==> src/rtl/axi_write_master.sv <==
// -----------------------------------------------------------------------------
// axi_write_master
//
// Purpose
//   AXI4 write initiator. It takes one burst command at a time and issues one
//   AW request. It streams the payload from a local data port as INCR W beats,
//   collects the B response, and then pulses a one-cycle completion strobe.
//   Before any AXI traffic is issued, a command is rejected locally if its
//   start address is not aligned to the beat size or if the burst would cross
//   a 4 KB boundary.
//
// Ports
//   clk, rst                      clock; asynchronous active-low reset
//   i_cmd_valid / o_cmd_ready     command handshake
//   i_cmd_addr/i_cmd_len/i_cmd_id burst start byte address, beats-1, AXI ID
//   i_wd_valid / o_wd_ready       payload beat handshake
//   i_wd_data                     payload beat data
//   o_done_valid, o_done_resp     one-cycle completion pulse and its response
//                                 (the B resp, or 2'b10 for a local reject or
//                                 a B ID mismatch)
//   o_aw_*                        AXI AW channel (fields latched from the command)
//   o_w_*, i_w_ready              AXI W channel (passed through from the wd port)
//   i_b_*, o_b_ready              AXI B channel
//   o_dbg_state                   current FSM state, for debug visibility
//
// Handshake rule used on every channel: a transfer happens on a rising clk
// edge where valid and ready are both 1. A valid source keeps its payload
// stable until that edge. A ready signal may depend combinationally on the
// other side's valid.
// -----------------------------------------------------------------------------
module axi_write_master #(
  parameter int DATA_WIDTH    = 64,
  parameter int ADDRESS_WIDTH = 64,
  parameter int ID_WIDTH      = 1
) (
  input  logic                      clk,
  input  logic                      rst,
  // command port
  input  logic                      i_cmd_valid,
  output logic                      o_cmd_ready,
  input  logic [ADDRESS_WIDTH-1:0]  i_cmd_addr,
  input  logic [7:0]                i_cmd_len,
  input  logic [ID_WIDTH-1:0]       i_cmd_id,
  // payload port
  input  logic                      i_wd_valid,
  output logic                      o_wd_ready,
  input  logic [DATA_WIDTH-1:0]     i_wd_data,
  // completion
  output logic                      o_done_valid,
  output logic [1:0]                o_done_resp,
  // AW channel
  output logic [ID_WIDTH-1:0]       o_aw_id,
  output logic [ADDRESS_WIDTH-1:0]  o_aw_addr,
  output logic [7:0]                o_aw_len,
  output logic [2:0]                o_aw_size,
  output logic [1:0]                o_aw_burst,
  output logic [3:0]                o_aw_cache,
  output logic [2:0]                o_aw_prot,
  output logic [3:0]                o_aw_qos,
  output logic [3:0]                o_aw_region,
  output logic                      o_aw_valid,
  input  logic                      i_aw_ready,
  // W channel
  output logic [DATA_WIDTH-1:0]     o_w_data,
  output logic [DATA_WIDTH/8-1:0]   o_w_strb,
  output logic                      o_w_last,
  output logic                      o_w_valid,
  input  logic                      i_w_ready,
  // B channel
  input  logic [1:0]                i_b_resp,
  input  logic [ID_WIDTH-1:0]       i_b_id,
  input  logic                      i_b_valid,
  output logic                      o_b_ready,
  // debug
  output logic [1:0]                o_dbg_state
);

  localparam int STRB_WIDTH = DATA_WIDTH / 8;
  // Beat size in bytes is a power of two of at least 2 (DATA_WIDTH >= 16).
  localparam int SIZE_LOG2  = $clog2(STRB_WIDTH);

  typedef enum logic [1:0] {
    S_IDLE   = 2'd0,
    S_BURST  = 2'd1,
    S_WAIT_B = 2'd2,
    S_REJECT = 2'd3
  } state_t;

  state_t                     r_state;
  state_t                     w_next_state;

  logic [ADDRESS_WIDTH-1:0]   r_aw_addr;
  logic [7:0]                 r_aw_len;
  logic [ID_WIDTH-1:0]        r_aw_id;
  logic                       r_aw_valid;
  logic                       r_aw_done;
  logic                       r_w_done;
  logic [7:0]                 r_beat_cnt;
  logic                       r_b_ready;
  logic                       r_done_valid;
  logic [1:0]                 r_done_resp;

  logic                       w_cmd_fire;
  logic                       w_unaligned;
  logic [31:0]                w_burst_end;
  logic                       w_crosses_4k;
  logic                       w_cmd_bad;
  logic                       w_in_burst;
  logic                       w_w_valid;
  logic                       w_w_last;
  logic                       w_w_fire;
  logic                       w_aw_fire;
  logic                       w_b_fire;
  logic                       w_aw_done_nx;
  logic                       w_w_done_nx;

  // ---------------------------------------------------------------------------
  // Command screening. The end offset is computed within the 4 KB page. A
  // burst that ends exactly on the page boundary (end == 4096) is still legal.
  // ---------------------------------------------------------------------------
  assign w_cmd_fire   = i_cmd_valid & o_cmd_ready;
  assign w_unaligned  = |i_cmd_addr[SIZE_LOG2-1:0];
  assign w_burst_end  = 32'(i_cmd_addr[11:0])
                      + ((32'(i_cmd_len) + 32'd1) * 32'(STRB_WIDTH));
  assign w_crosses_4k = (w_burst_end > 32'd4096);
  assign w_cmd_bad    = w_unaligned | w_crosses_4k;

  // ---------------------------------------------------------------------------
  // Channel handshakes. The W channel is a zero-bubble pass-through of the wd
  // port. It is gated off once the last beat has been sent.
  // ---------------------------------------------------------------------------
  assign w_in_burst   = (r_state == S_BURST);
  assign w_w_valid    = w_in_burst & i_wd_valid & ~r_w_done;
  assign w_w_last     = w_in_burst & (r_beat_cnt == r_aw_len);
  assign w_w_fire     = w_w_valid & i_w_ready;
  assign w_aw_fire    = r_aw_valid & i_aw_ready;
  assign w_b_fire     = r_b_ready & i_b_valid;

  // AW and the final W beat may complete in either order or in the same cycle.
  assign w_aw_done_nx = r_aw_done | w_aw_fire;
  assign w_w_done_nx  = r_w_done | (w_w_fire & w_w_last);

  // ---------------------------------------------------------------------------
  // FSM: state register
  // ---------------------------------------------------------------------------
  always_ff @(posedge clk or negedge rst) begin
    if (!rst) begin
      r_state <= S_IDLE;
    end else begin
      r_state <= w_next_state;
    end
  end

  // ---------------------------------------------------------------------------
  // FSM: next-state logic
  // ---------------------------------------------------------------------------
  always_comb begin
    w_next_state = r_state;
    case (r_state)
      S_IDLE: begin
        if (w_cmd_fire) begin
          w_next_state = w_cmd_bad ? S_REJECT : S_BURST;
        end
      end
      S_BURST: begin
        if (w_aw_done_nx && w_w_done_nx) begin
          w_next_state = S_WAIT_B;
        end
      end
      S_WAIT_B: begin
        if (w_b_fire) begin
          w_next_state = S_IDLE;
        end
      end
      S_REJECT: begin
        w_next_state = S_IDLE;
      end
      default: begin
        w_next_state = S_IDLE;
      end
    endcase
  end

  // ---------------------------------------------------------------------------
  // Registered datapath and channel controls
  // ---------------------------------------------------------------------------
  always_ff @(posedge clk or negedge rst) begin
    if (!rst) begin
      r_aw_addr    <= '0;
      r_aw_len     <= '0;
      r_aw_id      <= '0;
      r_aw_valid   <= 1'b0;
      r_aw_done    <= 1'b0;
      r_w_done     <= 1'b0;
      r_beat_cnt   <= '0;
      r_b_ready    <= 1'b0;
      r_done_valid <= 1'b0;
      r_done_resp  <= 2'b00;
    end else begin
      r_done_valid <= 1'b0;
      case (r_state)
        S_IDLE: begin
          if (w_cmd_fire) begin
            r_aw_addr  <= i_cmd_addr;
            r_aw_len   <= i_cmd_len;
            r_aw_id    <= i_cmd_id;
            r_aw_done  <= 1'b0;
            r_w_done   <= 1'b0;
            r_beat_cnt <= '0;
            if (w_cmd_bad) begin
              // The pulse is visible during the single REJECT cycle.
              r_done_valid <= 1'b1;
              r_done_resp  <= 2'b10;
            end else begin
              r_aw_valid <= 1'b1;
            end
          end
        end
        S_BURST: begin
          if (w_aw_fire) begin
            r_aw_valid <= 1'b0;
            r_aw_done  <= 1'b1;
          end
          if (w_w_fire) begin
            r_beat_cnt <= r_beat_cnt + 8'd1;
            if (w_w_last) begin
              r_w_done <= 1'b1;
            end
          end
          if (w_aw_done_nx && w_w_done_nx) begin
            r_b_ready <= 1'b1;
          end
        end
        S_WAIT_B: begin
          if (w_b_fire) begin
            r_b_ready    <= 1'b0;
            r_done_valid <= 1'b1;
            r_done_resp  <= (i_b_id != r_aw_id) ? 2'b10 : i_b_resp;
          end
        end
        default: begin
        end
      endcase
    end
  end

  // ---------------------------------------------------------------------------
  // Outputs
  // ---------------------------------------------------------------------------
  assign o_cmd_ready  = (r_state == S_IDLE);
  assign o_wd_ready   = w_in_burst & i_w_ready & ~r_w_done;
  assign o_done_valid = r_done_valid;
  assign o_done_resp  = r_done_resp;

  assign o_aw_id      = r_aw_id;
  assign o_aw_addr    = r_aw_addr;
  assign o_aw_len     = r_aw_len;
  assign o_aw_size    = 3'(SIZE_LOG2);
  assign o_aw_burst   = 2'b01;
  assign o_aw_cache   = 4'd0;
  assign o_aw_prot    = 3'd0;
  assign o_aw_qos     = 4'd0;
  assign o_aw_region  = 4'd0;
  assign o_aw_valid   = r_aw_valid;

  assign o_w_data     = i_wd_data;
  assign o_w_strb     = '1;
  assign o_w_last     = w_w_last;
  assign o_w_valid    = w_w_valid;

  assign o_b_ready    = r_b_ready;
  assign o_dbg_state  = r_state;

endmodule
==> config.mk <==
export PLATFORM = sky130hd
export DESIGN_NAME = axi_write_master
export DESIGN_NICKNAME = d
export VERILOG_FILES = /design/src/rtl/axi_write_master.sv
export SDC_FILE = /design/constraint.sdc
export NUM_CORES = 1
export LEC_CHECK = 0
export BUFFER_PORTS_ARGS = -buffer_cell sky130_fd_sc_hd__buf_2
export CAP_MARGIN = 15
export CORE_MARGIN = 3
export CORE_UTILIZATION = 34
export CTS_BUF_LIST = sky130_fd_sc_hd__clkbuf_2 sky130_fd_sc_hd__clkbuf_4 sky130_fd_sc_hd__clkbuf_8
export DETAILED_ROUTE_END_ITERATION = 12
export PLACE_DENSITY = 0.67
export SYNTH_ARGS = -nofsm -noshare
export SYNTH_HDL_FRONTEND = slang
export SYNTH_SLANG_ARGS = --single-unit
==> constraint.sdc <==
create_clock -name clk -period 2 [get_ports clk]
set_input_delay 0.5 -clock clk [delete_from_list [all_inputs] [get_ports clk]]
set_output_delay 0.5 -clock clk [all_outputs]
set_load 0.02 [all_outputs]
; Yosys cells after proc, flatten, opt, wreduce, memory -nomap -nowiden
; Index checks and enable logic that the tools add are counted.
[classes]
add_sub_neg = 3
magnitude_cmp = 1
eq_ne = 13
muxes = 30
bitwise_logic = 14
reduce_logical = 14
[op_table]
columns = op, n
row1 = $mux W2, 8
row2 = $mux W8, 2
row3 = $pmux W8 S2, 1
row4 = $add A12 B12 Y13, 1
row5 = $gt A13 B13 Y1 const B, 1
row6 = $mux W1, 12
row7 = $ne A2 B1 Y1 const B, 6
row8 = $reduce_and A3 Y1, 4
row9 = $reduce_and A4 Y1, 3
row10 = $and A1 B1 Y1, 10
row11 = $pmux W1 S2, 5
row12 = $add A8 B1 Y9 const B, 1
row13 = $add A8 B1 Y8 const B, 1
row14 = $eq A8 B8 Y1, 1
row15 = $pmux W2 S4, 1
row16 = $reduce_bool A2 Y1, 3
row17 = $eq A2 B2 Y1 const B, 2
row18 = $ne A2 B2 Y1 const B, 2
row19 = $pmux W2 S2, 1
row20 = $or A1 B1 Y1, 3
row21 = $reduce_or A3 Y1, 1
row22 = $eq A2 B1 Y1 const B, 1
row23 = $logic_not A2 Y1, 1
row24 = $reduce_and A2 Y1, 1
row25 = 3 further kinds, 3
[word_totals]
regBits = 90
input_bits = 147
output_inout_bits = 176
elab_cells = 86

; Longest topological paths before layout
; Gate-level depths: netlist of run 1.
[depth]
word_depth = 9
depth_mapped = 12
ltp_nobuf = 12

; Worst setup path before layout of run 1
; Ideal clock, no wire load.
[synth_timing]
kind = input to register
from = input port i_cmd_len[0]
to = register r_done_resp[1], in the netlist o_done_resp[1]
setup_time_ps = 125
arrival_ps = 2830
required_time_ps = 1875
setup_slack_ps = -955
stages = 10
path_buffers = 0
path_cell_list = ha_1 -> xor2_1 -> ha_1 -> a211oi_2 -> or3_4 -> a221o_1 -> a211o_1 -> o31ai_4 -> nand2_2 -> mux2_4
[synth_between]
elab_chain_cells = 6
[synth_rtl]
columns = element, line
row1 = from (decl), 42  ; input logic [7:0] i_cmd_len,
row2 = $add A8 B1 Y9, 124  ; + ((32'(i_cmd_len) + 32'd1) * 32'(STRB_WIDTH));
row3 = $add A12 B12 Y13, 124
row4 = $gt A13 B13 Y1, 125  ; assign w_crosses_4k = (w_burst_end > 32'd4096);
row5 = $or A1 B1 Y1, 126  ; assign w_cmd_bad = w_unaligned | w_crosses_4k;
row6 = $ne A2 B1 Y1 (no line), n/a
row7 = $reduce_and A4 Y1 (no line), n/a
row8 = to (signal assigned), 238  ; r_done_resp <= (i_b_id != r_aw_id) ? 2'b10 : i_b_resp;
row9 = to (decl), 101  ; logic [1:0] r_done_resp;
; Every way passes these cells.
; A chain may end at the register's enable or synchronous reset.

; Worst setup path in the final report of run 1
[layout_timing]
from = input port i_cmd_len[1]
to = register r_done_resp[1], in the netlist o_done_resp[1]
; Same word-level chain as after synthesis.

==> results.md, run 1 <==
* Final setup vio count at 6
* Sequential area share after synthesis at 0.4646
* # DRC at 0
* Clock skew at between 0.006 and 0.007 ns
* Hold_buf cts at 0
* F_max at 0.3715 GHz
* Pins Over Slew Limit at 0
* Overall Global Routing Usage at 0.1564
* Final count of hold timing violations at 0
* WL final at 11960 um
* Layout cell share with drive strength beyond 1 at 0.3520
* Root buf cell: clkbuf_8
* RSZ-0062 raised after global routing: true
* Antenna diodes at 0
* Critical path fanouts, max at 4
* Final min period at between 2 and 3 ns
* Top cell type's share of synthesized area at 0.4646
* Seq cells post-synth at 90
* CTS tree: done
* Vias per cell at 4.406
* Drt first pass iters at 4
* Final worst setup slack at -0.6915 ns
* Worst Path Arrival at 2.95 ns
* Post-synth EDFFs at 0
* Slowest cell on crit path: or3_4
* Worst path bufs/invs at 1
* Die width at 125.4 um
* Setup Crit Path Kind: in -> reg
* Worst Path Required at approximately 2.3 ns
* Site Rows at 43
* Path category of the worst min-delay check: in -> async
* Grt ovf at 0
* Reg clk slew, reported paths at 0.09 ns
* Violated checks: negative setup slack
* Via count at 3935
* Area growth syn-to-layout at 23.36%
* Reg2reg start: o_dbg_state[0]
* Fillers at 1402
* Pwr dens at 1357 mW/mm^2
* Worst-path cell chain: buf_8 -> and4_4 -> nand2_2 -> xnor2_1 -> ha_1 -> nand2_1 -> or3_4 -> a221o_1 -> a211o_1 -> o31ai_4 -> nand2_2 -> mux2_4
* Total die area at 0.01573 mm^2
* Hpwl dp at just over 9000 um
* Worst path top cell family by delay: compound AO/OA/AOI/OAI gates
* Core footprint at 0.01393 mm^2
* Vias in the first global route at 3846
* Mean Syn Cell Area at 8.594 um^2
* Critical Path Max Stage Delay at 0.34 ns
* Worst-Skew Late Latency at 0.37 ns
* Syn. warnings at 0
* Initial antenna violation count at 0
* Most frequent cells after synthesis: nand2_1 (232), buf_4 (92), dfrtp_1 (90)
* Most frequent cell after synthesis: nand2_1
* Post-Syn Instances at 564
* Routed Antenna Nets at 0
* Initial DRC count at 145
* Max_cap viols at 0
* Outcome: finished, violations left
* Reg2Reg Depth at 8
* Global-route wire length before repair at 19720 um
* Leak at between 3 and 4 nW
* Largest net degree at the start of global routing at 49
* DR WL/cell at 13.39 um
* Synth unique cells at 48
* IO Port Bufs at 166
* Fin util at 0.4291
* DIE HEIGHT at 125.4 um
* Clock Tree Buf Depth at 2
* Reg2reg end: o_dbg_state[1]
* CP Capture Type: flip-flop
* Worst setup SP type: input pin
* I/O pin count at 323
* Nets at approximately 870
* Fraction of the cycle the final worst path needs at 1.346
* Routability Congestion at 0.8606
* FFs w/ async S/R, synth at 1.000
* H-tree levels at 3
* R2R setup slack at 0.19 ns
* Post-Syn Area at 0.004847 mm^2
* Largest cells by area after synthesis: dfrtp_1 (46%), nand2_1 (18%), buf_4 (14%)
* Starting Density at 0.3478
* Setup slack at placement at -1.124 ns
* Peak supply drop at 0.5917 mV
* CTS Sinks at 90
* Num CTS Buffers at 9
* Largest area contributor in the netlist: dfrtp_1
* Most common cell on crit path: nand2_2
* Top FF cell, synth: dfrtp_1
## per-layer routing
layer / vias up / GRT usage / wire length, um
li1: 1955 / - / -
met1: 1802 / 0.2084 / 5499
met2: 159 / 0.2354 / 5282
met3: 19 / 0.05297 / 961
met4: 0 / 0.06122 / 216
met5: - / 0 / 0
## kinds of logic after synthesis
kind of cell / synth area share
buffers and inverters: 0.1603
AOI/OAI and AO/OA: 0.05808
muxes: 0.003097
xor gates and xnor gates: 0.04337
DFF: 0.4646
and+or+nand+nor: 0.2365
other: 0.001549
adders and majority gates: 0.03252
## per-stage QoR
stage          TNS (ns)  hold WS, ns  area [um^2]  power [mW]  instances
2_1_floorplan    -3.471       0.2044         4969       5.553        590
3_3_place_gp     -4.716       0.4336         5652       6.791        872
3_5_place_dp     -4.814       0.4299         5652       6.855        872
4_1_cts          -2.667     0.007486         5956       8.222        892
5_1_grt          -3.364      0.01849         5979       8.835        893
6_report         -2.886      0.02916         5979       8.117        893
## placed cells by master, fill, tap and decap left out, types with 9 or more instances in the layout
cell type	instances
buf_2	159
buf_4	49
clkbuf_8	10
conb_1	28
dfrtp_1	90
ha_1	9
nand2_1	230
nor2_1	13
xnor2_1	12
xor2_1	12
## registers in the layout, summed over array words and instances, names as in the netlist
register,flops
o_aw_addr,64
o_aw_id,1
o_aw_len,8
o_aw_valid,1
o_b_ready,1
o_dbg_state,2
o_done_resp,2
o_done_valid,1
r_aw_done,1
r_beat_cnt,8
r_w_done,1
## area by class of cell
| cell class | count | area, um^2 | area share |
|---|---|---|---|
| multi-input combinational | 385 | 1988 | 0.3325 |
| tap | 180 | 225.2 | 0.03766 |
| clock inverter | 6 | 66.31 | 0.01109 |
| clock buffer | 10 | 137.6 | 0.02302 |
| inverter | 6 | 22.52 | 0.003766 |
| sequential | 90 | 2252 | 0.3766 |
| timing repair buffer | 216 | 1287 | 0.2153 |
## worst max-delay path by stage
stage            startpoint        endpoint  depth (start not counted)
3_3_place_gp   i_cmd_len[1]  o_done_resp[1]                         12
4_1_cts        i_cmd_len[1]  o_done_resp[1]                         12
3_5_place_dp   i_cmd_len[1]  o_done_resp[1]                         12
5_1_grt        i_cmd_len[1]  o_done_resp[1]                         12
6_report       i_cmd_len[1]  o_done_resp[1]                         12
2_1_floorplan  i_cmd_len[1]  o_done_resp[1]                         11
## where the power goes
part | total (mW) | internal [mW] | switching [mW] | leakage [nW]
logic | 3.81 | 1.38 | 2.43 | 2.11
registers | 3.03 | 2.58 | 0.448 | 1.13
clock network | 1.27 | 0.611 | 0.664 | 0.0945
## timing repair
item,CTS,global route
setup buffers,5,1
endpoints found under the setup margin,6,7
gates resized for setup,17,5
pin swaps,5,1
Note: power is estimated with default switching activity, not from simulation.
==> run 2: changes to the inputs <==
- ABC_AREA: unset -> 1
==> run 2 against run 1 <==
Effect of this change:
- the flow still finishes with violations (negative setup slack)
- hold slack better by 0.0033 ns
- combinational power up 5%
- maximum frequency up 21%
- critical path type unchanged
- largest cell class unchanged
==> results.md, run 2 <==
* Outcome: finished, violations left
* Violated checks: negative setup slack
* Hold_buf cts at 0
* Starting Density at 0.3531
* Most common cell on crit path: nand2_1
* Commonest non-fill, non-tap cell in the layout: nand2_1
* Initial antenna violation count at 0
* Via count at 4194
* Worst path bufs/invs at 4
* CP Capture Type: flip-flop
* Nets at approximately 940
* Worst path top cell family by delay: simple AND/OR/NAND/NOR gates
* Worst setup SP type: input pin
* Synth unique cells at 32
* Final min period at 2.219 ns
* Top cell type's share of synthesized area at 0.4508
* Routed Antenna Nets at 0
* Fin area at 0.006190 mm^2
* Leak at roughly 3.6 nW
* IO Port Bufs at 166
* CTS tree: done
* Root buf cell: clkbuf_8
* Post-Syn Area at around 0.005 mm^2
* Clock skew at 0.01289 ns
* Worst-Skew Late Latency at 0.37 ns
* Fraction of the cycle the final worst path needs at 1.110
* Slew HR at 0.6004
* Largest register FFs at 64
* Final setup vio count at 6
* Worst-path cell chain: buf_4 -> ha_4 -> nand3_4 -> buf_4 -> xor2_1 -> inv_1 -> ha_4 -> nand2_1 -> inv_2 -> nand3_2 -> nand2_2 -> nand2_1 -> nand2_1 -> nand2_1 -> nor2_1 -> nand2_1 -> nand2_2 -> nand3_4 -> nand2_4 -> nand2_1 -> nand2_1
* I/O pin count at 323
* Final worst setup slack at -0.2195 ns
* Antenna diodes at 0
* Initial DRC count at 137
* Met1 usage at 0.1811
* Most frequent cells after synthesis: nand2_1 (267), buf_4 (92), dfrtp_1 (90)
* F_max at 0.4506 GHz
* Core footprint at ~0.014 mm^2
* Slowest cell on crit path: ha_4
* Clock Tree Buf Depth at 2
* Fin util at 0.4374
* Layout cell share with drive strength beyond 1 at 0.3491
* Max_cap viols at 0
* Worst-Margin Slew at between 0.5 and 0.6 ns
* Fillers at 1474
* Seq cells post-synth at 90
* Grt ovf at 0
* H-tree levels at 3
* Final count of hold timing violations at 0
* Routability Congestion at about 0.85
* Syn. warnings at 0
* Drt first pass iters at 4
* Area growth syn-to-layout at 23.89%
* Reg clk slew, reported paths at around 0.10 ns
* RSZ-0062 raised after global routing: true
* Vias per cell at 4.360
* Num CTS Buffers at 9
* Hpwl dp at 9207 um
* DR WL/cell at 12.60 um
* DIE HEIGHT at 127.2 um
* Worst Path Arrival at approximately 2.5 ns
* CTS Sinks at 90
* Met3 Track Usage GR at 0.05435
* Setup Crit Path Kind: in -> reg
* Largest cells by area after synthesis: dfrtp_1 (45%), nand2_1 (20%), buf_4 (14%)
* Met2 GRT Util at 0.2416
* Die width at ~130 um
* Path category of the worst min-delay check: in -> async
* Critical path fanouts, max at 4
* # DRC at 0
* Peak supply drop at 0.6507 mV
* Mean Syn Cell Area at 7.770 um^2
* Total die area at 0.01618 mm^2
* Largest net degree at the start of global routing at 72
* Largest area contributor in the netlist: dfrtp_1
* FFs w/ async S/R, synth at 1.000
* Commonest non-fill, non-tap cells in the layout: nand2_1 (259), buf_2 (159), dfrtp_1 (90)
* Setup slack at placement at -0.8058 ns
* Pwr dens at 1366 mW/mm^2
* Post-Syn Instances at 643
* Critical Path Max Stage Delay at around 0.28 ns
* Overall Global Routing Usage at 0.1477
* Grt peak-use layer: met2
* Sequential area share after synthesis at 0.4508
* Worst Path Required at 2.31 ns
* Post-route setup TNS at -0.8941 ns
* Vias in the first global route at 3887
* WL final at 12130 um
* Global-route wire length before repair at 19090 um
* Pins Over Slew Limit at 0
* Site Rows at 43
* Top FF cell, synth: dfrtp_1
* Placed inst area at 0.005763 mm^2
* Most frequent cell after synthesis: nand2_1
* Post-synth EDFFs at 0
==> run 2: cell count changes in the layout (fill, tap and decap cells not counted), sizes merged, moves of 5 or more <==
cell	previous run	this run
nand3	8	16
xnor2	12	1
nor2	14	25
nor3	4	9
o21ai	9	22
buf	216	205
a21oi	7	12
nand2	233	273
inv	6	55
==> run 2: logic make-up after synthesis <==
logic type                 Yosys count  share of synthesized area
and+or+nand+nor                    331                     0.2685
buffers and inverters              160                     0.1908
DFF                                 90                     0.4508
AOI/OAI and AO/OA                   39                    0.04107
adders and majority gates           12                    0.03155
xor gates and xnor gates             9                    0.01578
other                                2                   0.001503
==> run 2: timing repair <==
action	in CTS	in global routing
buffers inserted	4	1
gates resized for setup	29	13
pin swaps	22	6
setup endpoints to repair	6	7
==> run 2: through the flow <==
| step | hold WS (ns) | power (mW) | instances |
|---|---|---|---|
| 2_1_floorplan | 0.2044 | 5.737 | 669 |
| 3_3_place_gp | 0.4326 | 6.951 | 941 |
| 3_5_place_dp | 0.4380 | 7.025 | 941 |
| 4_1_cts | 0.01399 | 8.541 | 961 |
| 5_1_grt | 0.02047 | 9.146 | 962 |
| 6_report | 0.03245 | 8.457 | 962 |
==> run 2: worst paths after layout <==
path | from | to | slack, ns | depth (start not counted)
max | i_cmd_len[0] | o_done_resp[0] | -0.22 | 21
min | rst | o_aw_addr[18] | 0.03 | 1
max reg2reg | o_dbg_state[1] | r_beat_cnt[6] | 0.24 | 13
min reg2reg | o_aw_addr[62] | o_aw_addr[62] | 0.48 | 2
max in group asynchronous | rst | r_beat_cnt[7] | 1.41 | 2
min in group clk | i_cmd_addr[26] | o_aw_addr[26] | 0.32 | 3
==> run 2: where the power goes <==
part           switching (mW)  leakage, nW  internal, mW
clock                   0.694        0.111         0.715
sequential              0.443         1.13          2.60
combinational            2.64         2.31          1.37
==> run 2: cell type report <==
class                   count  area [um^2]  area share
clock buffers               9        123.9     0.02001
clock inverters             7        98.84     0.01597
inverters                  52        210.2     0.03396
multi-input cells         419         2082      0.3364
flip-flops and latches     90         2252      0.3639
well taps                 180        225.2     0.03639
repair buffers            205         1197      0.1935
==> run 2: worst reg2reg max path: stages, from the launching register on <==
cell	delay [ns]
dfrtp_1	0.43
nor2_4	0.15
buf_4	0.12
buf_6	0.11
nand2_2	0.06
nor2_4	0.10
nand2_2	0.09
nand2_4	0.11
nand2_2	0.06
nor2_2	0.11
nand2_2	0.10
nor2_2	0.09
a21oi_1	0.07
nor3_2	0.10
==> run 2: layer usage <==
layer	share of wire	up-vias
li1	-	2118
met1	0.43	1892
met2	0.47	166
met3	0.077	18
met4	0.020	0
met5	0	-
==> run 3: changes to the inputs <==
- CORE_AREA: unset -> 3 3 124 126
- CORE_MARGIN: 3 -> unset
- CORE_UTILIZATION: 34 -> unset
- DIE_AREA: unset -> 0 0 127 129
==> run 3 against run 2 <==
Effect of this change:
- the flow still finishes with violations (negative setup slack)
- via count hardly changed
- critical path type unchanged
- worst setup slack better by 0.016 ns
- die area is 1.2% higher
- largest power group unchanged
- first-iteration DRC count is 11% higher
- clock power is 16% lower
- sequential power hardly changed
- combinational power is 1% lower
==> results.md, run 3 (synthesis gave the netlist of run 2 again) <==
* Critical path depth in cells at 19
* # DRC at 0
* CTS tree: done
* Setup Crit Path Kind: in -> reg
* Hold_buf cts at 0
* Largest register FFs at 64
* Slowest cell on crit path: ha_4
* Worst setup SP type: input pin
* Overall Global Routing Usage at 0.1462
* H-tree levels at 3
* Most common cell on crit path: nand2_1
* Pwr dens at 1337 mW/mm^2
* Clock skew at 0.007526 ns
* F_max at 0.4539 GHz
* Fillers at 1497
* Starting Density at 0.3464
* Initial DRC count at 152
* Via count at 4192
* Area taken by multi-input logic gates at 0.002033 mm^2
* IO Port Bufs at approximately 170
* Num CTS Buffers at 9
* Vias in the first global route at 3831
* Worst-path cell chain: buf_12 -> ha_4 -> nand3_4 -> nor3_4 -> xor2_1 -> inv_1 -> ha_4 -> nand2_2 -> inv_2 -> nand4_1 -> nand3_1 -> nand2_1 -> nor2_1 -> nand2_1 -> nand2_2 -> nand3_2 -> nand2_2 -> nand2_1 -> nand2_1
* Die width at approximately 130 um
* Layout cell share with drive strength beyond 1 at 0.3457
* Violated checks: negative setup slack
* Nets at 938
* Pins Over Slew Limit at 0
* Fraction of the cycle the final worst path needs at 1.102
* Register Area at 0.002255 mm^2
* Worst-Skew Late Latency at 0.36 ns
* Grt ovf at 0
* Setup slack at placement at -0.7412 ns
* Worst Path Arrival at around 2.5 ns
* Outcome: finished, violations left
* DIE HEIGHT at 129 um
* Worst path bufs/invs at 3
* Critical path fanouts, max at 4
* Core footprint at between 0.01 and 0.015 mm^2
* RSZ-0062 raised after global routing: true
* WL final at 12130 um
* Final count of hold timing violations at 0
* CP startpoint: i_cmd_len[1]
* Reg2Reg Depth at 12
* Antenna diodes at 0
* Clock Tree Buf Depth at 2
* Leak at 3.541 nW
* Reg clk slew, reported paths at around 0.090 ns
* Site Rows at 44
* CP Capture Type: flip-flop
* Commonest non-fill, non-tap cell in the layout: nand2_1
* Peak supply drop at 0.5741 mV
* Worst Setup EP: o_done_resp[0]
* Worst path top cell family by delay: simple AND/OR/NAND/NOR gates
* Vias per cell at 4.331
* Reg2reg end: r_beat_cnt[6]
* Critical Path Max Stage Delay at 0.30 ns
* Hpwl dp at 9222 um
* R2R setup slack at between 0.3 and 0.4 ns
* I/O pin count at roughly 320
* Drt first pass iters at 4
* Largest net degree at the start of global routing at 45
* Worst Path Required at between 2 and 2.5 ns
* DR WL/cell at 12.53 um
* Reg2reg start: o_dbg_state[1]
* Fin util at 0.4250
* CTS Sinks at 90
* Routed Antenna Nets at 0
* Commonest non-fill, non-tap cells in the layout: nand2_1 (258), buf_2 (160), dfrtp_1 (88)
* Total die area at around 0.016 mm^2
* Final worst setup slack at -0.2030 ns
* Final setup vio count at 6
* Path category of the worst min-delay check: in -> async
* Root buf cell: clkbuf_8
* Routability Congestion at between 0.8 and 0.9
* Global-route wire length before repair at 19180 um
* Area growth syn-to-layout at 22.69%
* Final min period at 2.203 ns
* Max_cap viols at 0
* Initial antenna violation count at 0
## run 3: changes by cell type in the layout (fill, tap and decap cells not counted), moves of 2 or more
| cell | before | now |
|---|---|---|
| bufinv_16 | 2 | 0 |
| dfrtp_1 | 90 | 88 |
| dfrtp_2 | 0 | 2 |
| ha_1 | 5 | 7 |
| ha_4 | 6 | 4 |
| inv_1 | 41 | 43 |
| inv_2 | 9 | 7 |
| nand2_2 | 12 | 14 |
| nand3_1 | 11 | 13 |
| o21ai_1 | 0 | 2 |
## run 3: worst min path at each step
stage,startpoint,end
global placement,rst,o_aw_addr[20]
detailed placement,rst,o_aw_addr[20]
floorplan,rst,o_aw_addr[0]
CTS,rst,o_aw_addr[20]
finish,rst,o_aw_addr[20]
global route,rst,o_aw_addr[20]
## run 3: repair_timing
item,in CTS,in global routing
pin swaps,16,17
resized for setup,23,12
endpoints found under the setup margin,8,8
setup buffers,5,3
gates cloned,0,0
## run 3: final cells by class
| type | instances | area share |
|---|---|---|
| clock buffers | 11 | 0.02368 |
| clock inverters | 5 | 0.006124 |
| inverters | 52 | 0.03429 |
| multi-input cells | 419 | 0.3317 |
| flip-flops and latches | 90 | 0.3678 |
| well taps | 184 | 0.03756 |
| repair buffers | 207 | 0.1988 |
## run 3: power breakdown
group	internal [mW]	switching [mW]
Sequential	2.60	0.455
Clock	0.507	0.668
Combinational	1.35	2.61
## run 3: per-stage QoR
| stage | instances | setup TNS [ns] | instance area [um^2] | power (mW) | hold WS (ns) |
|---|---|---|---|---|---|
| CTS | 965 | -0.5940 | 6072 | 8.301 | 0.02358 |
| detailed placement | 944 | -3.526 | 5773 | 7.005 | 0.4449 |
| floorplan | 669 | -1.688 | 5182 | 5.737 | 0.2044 |
| global placement | 944 | -3.372 | 5773 | 6.922 | 0.4426 |
| finish | 968 | -0.8138 | 6130 | 8.194 | 0.03729 |
| global route | 968 | -1.868 | 6130 | 8.891 | 0.03011 |
## run 3: metal layers
metal	track usage	vias up	wire length, um
met5	0	-	0
met4	0.04858	0	149
met3	0.04027	15	892
met2	0.2298	152	5731
met1	0.1961	1906	5359
li1	-	2119	-
## run 3: worst reg2reg max path, delay by kind of cell (launching register included)
kind            cells  cell delay [ns]
simple gates       10             0.88
flops               1             0.44
compound gates      1             0.07
buf+inv             1             0.16
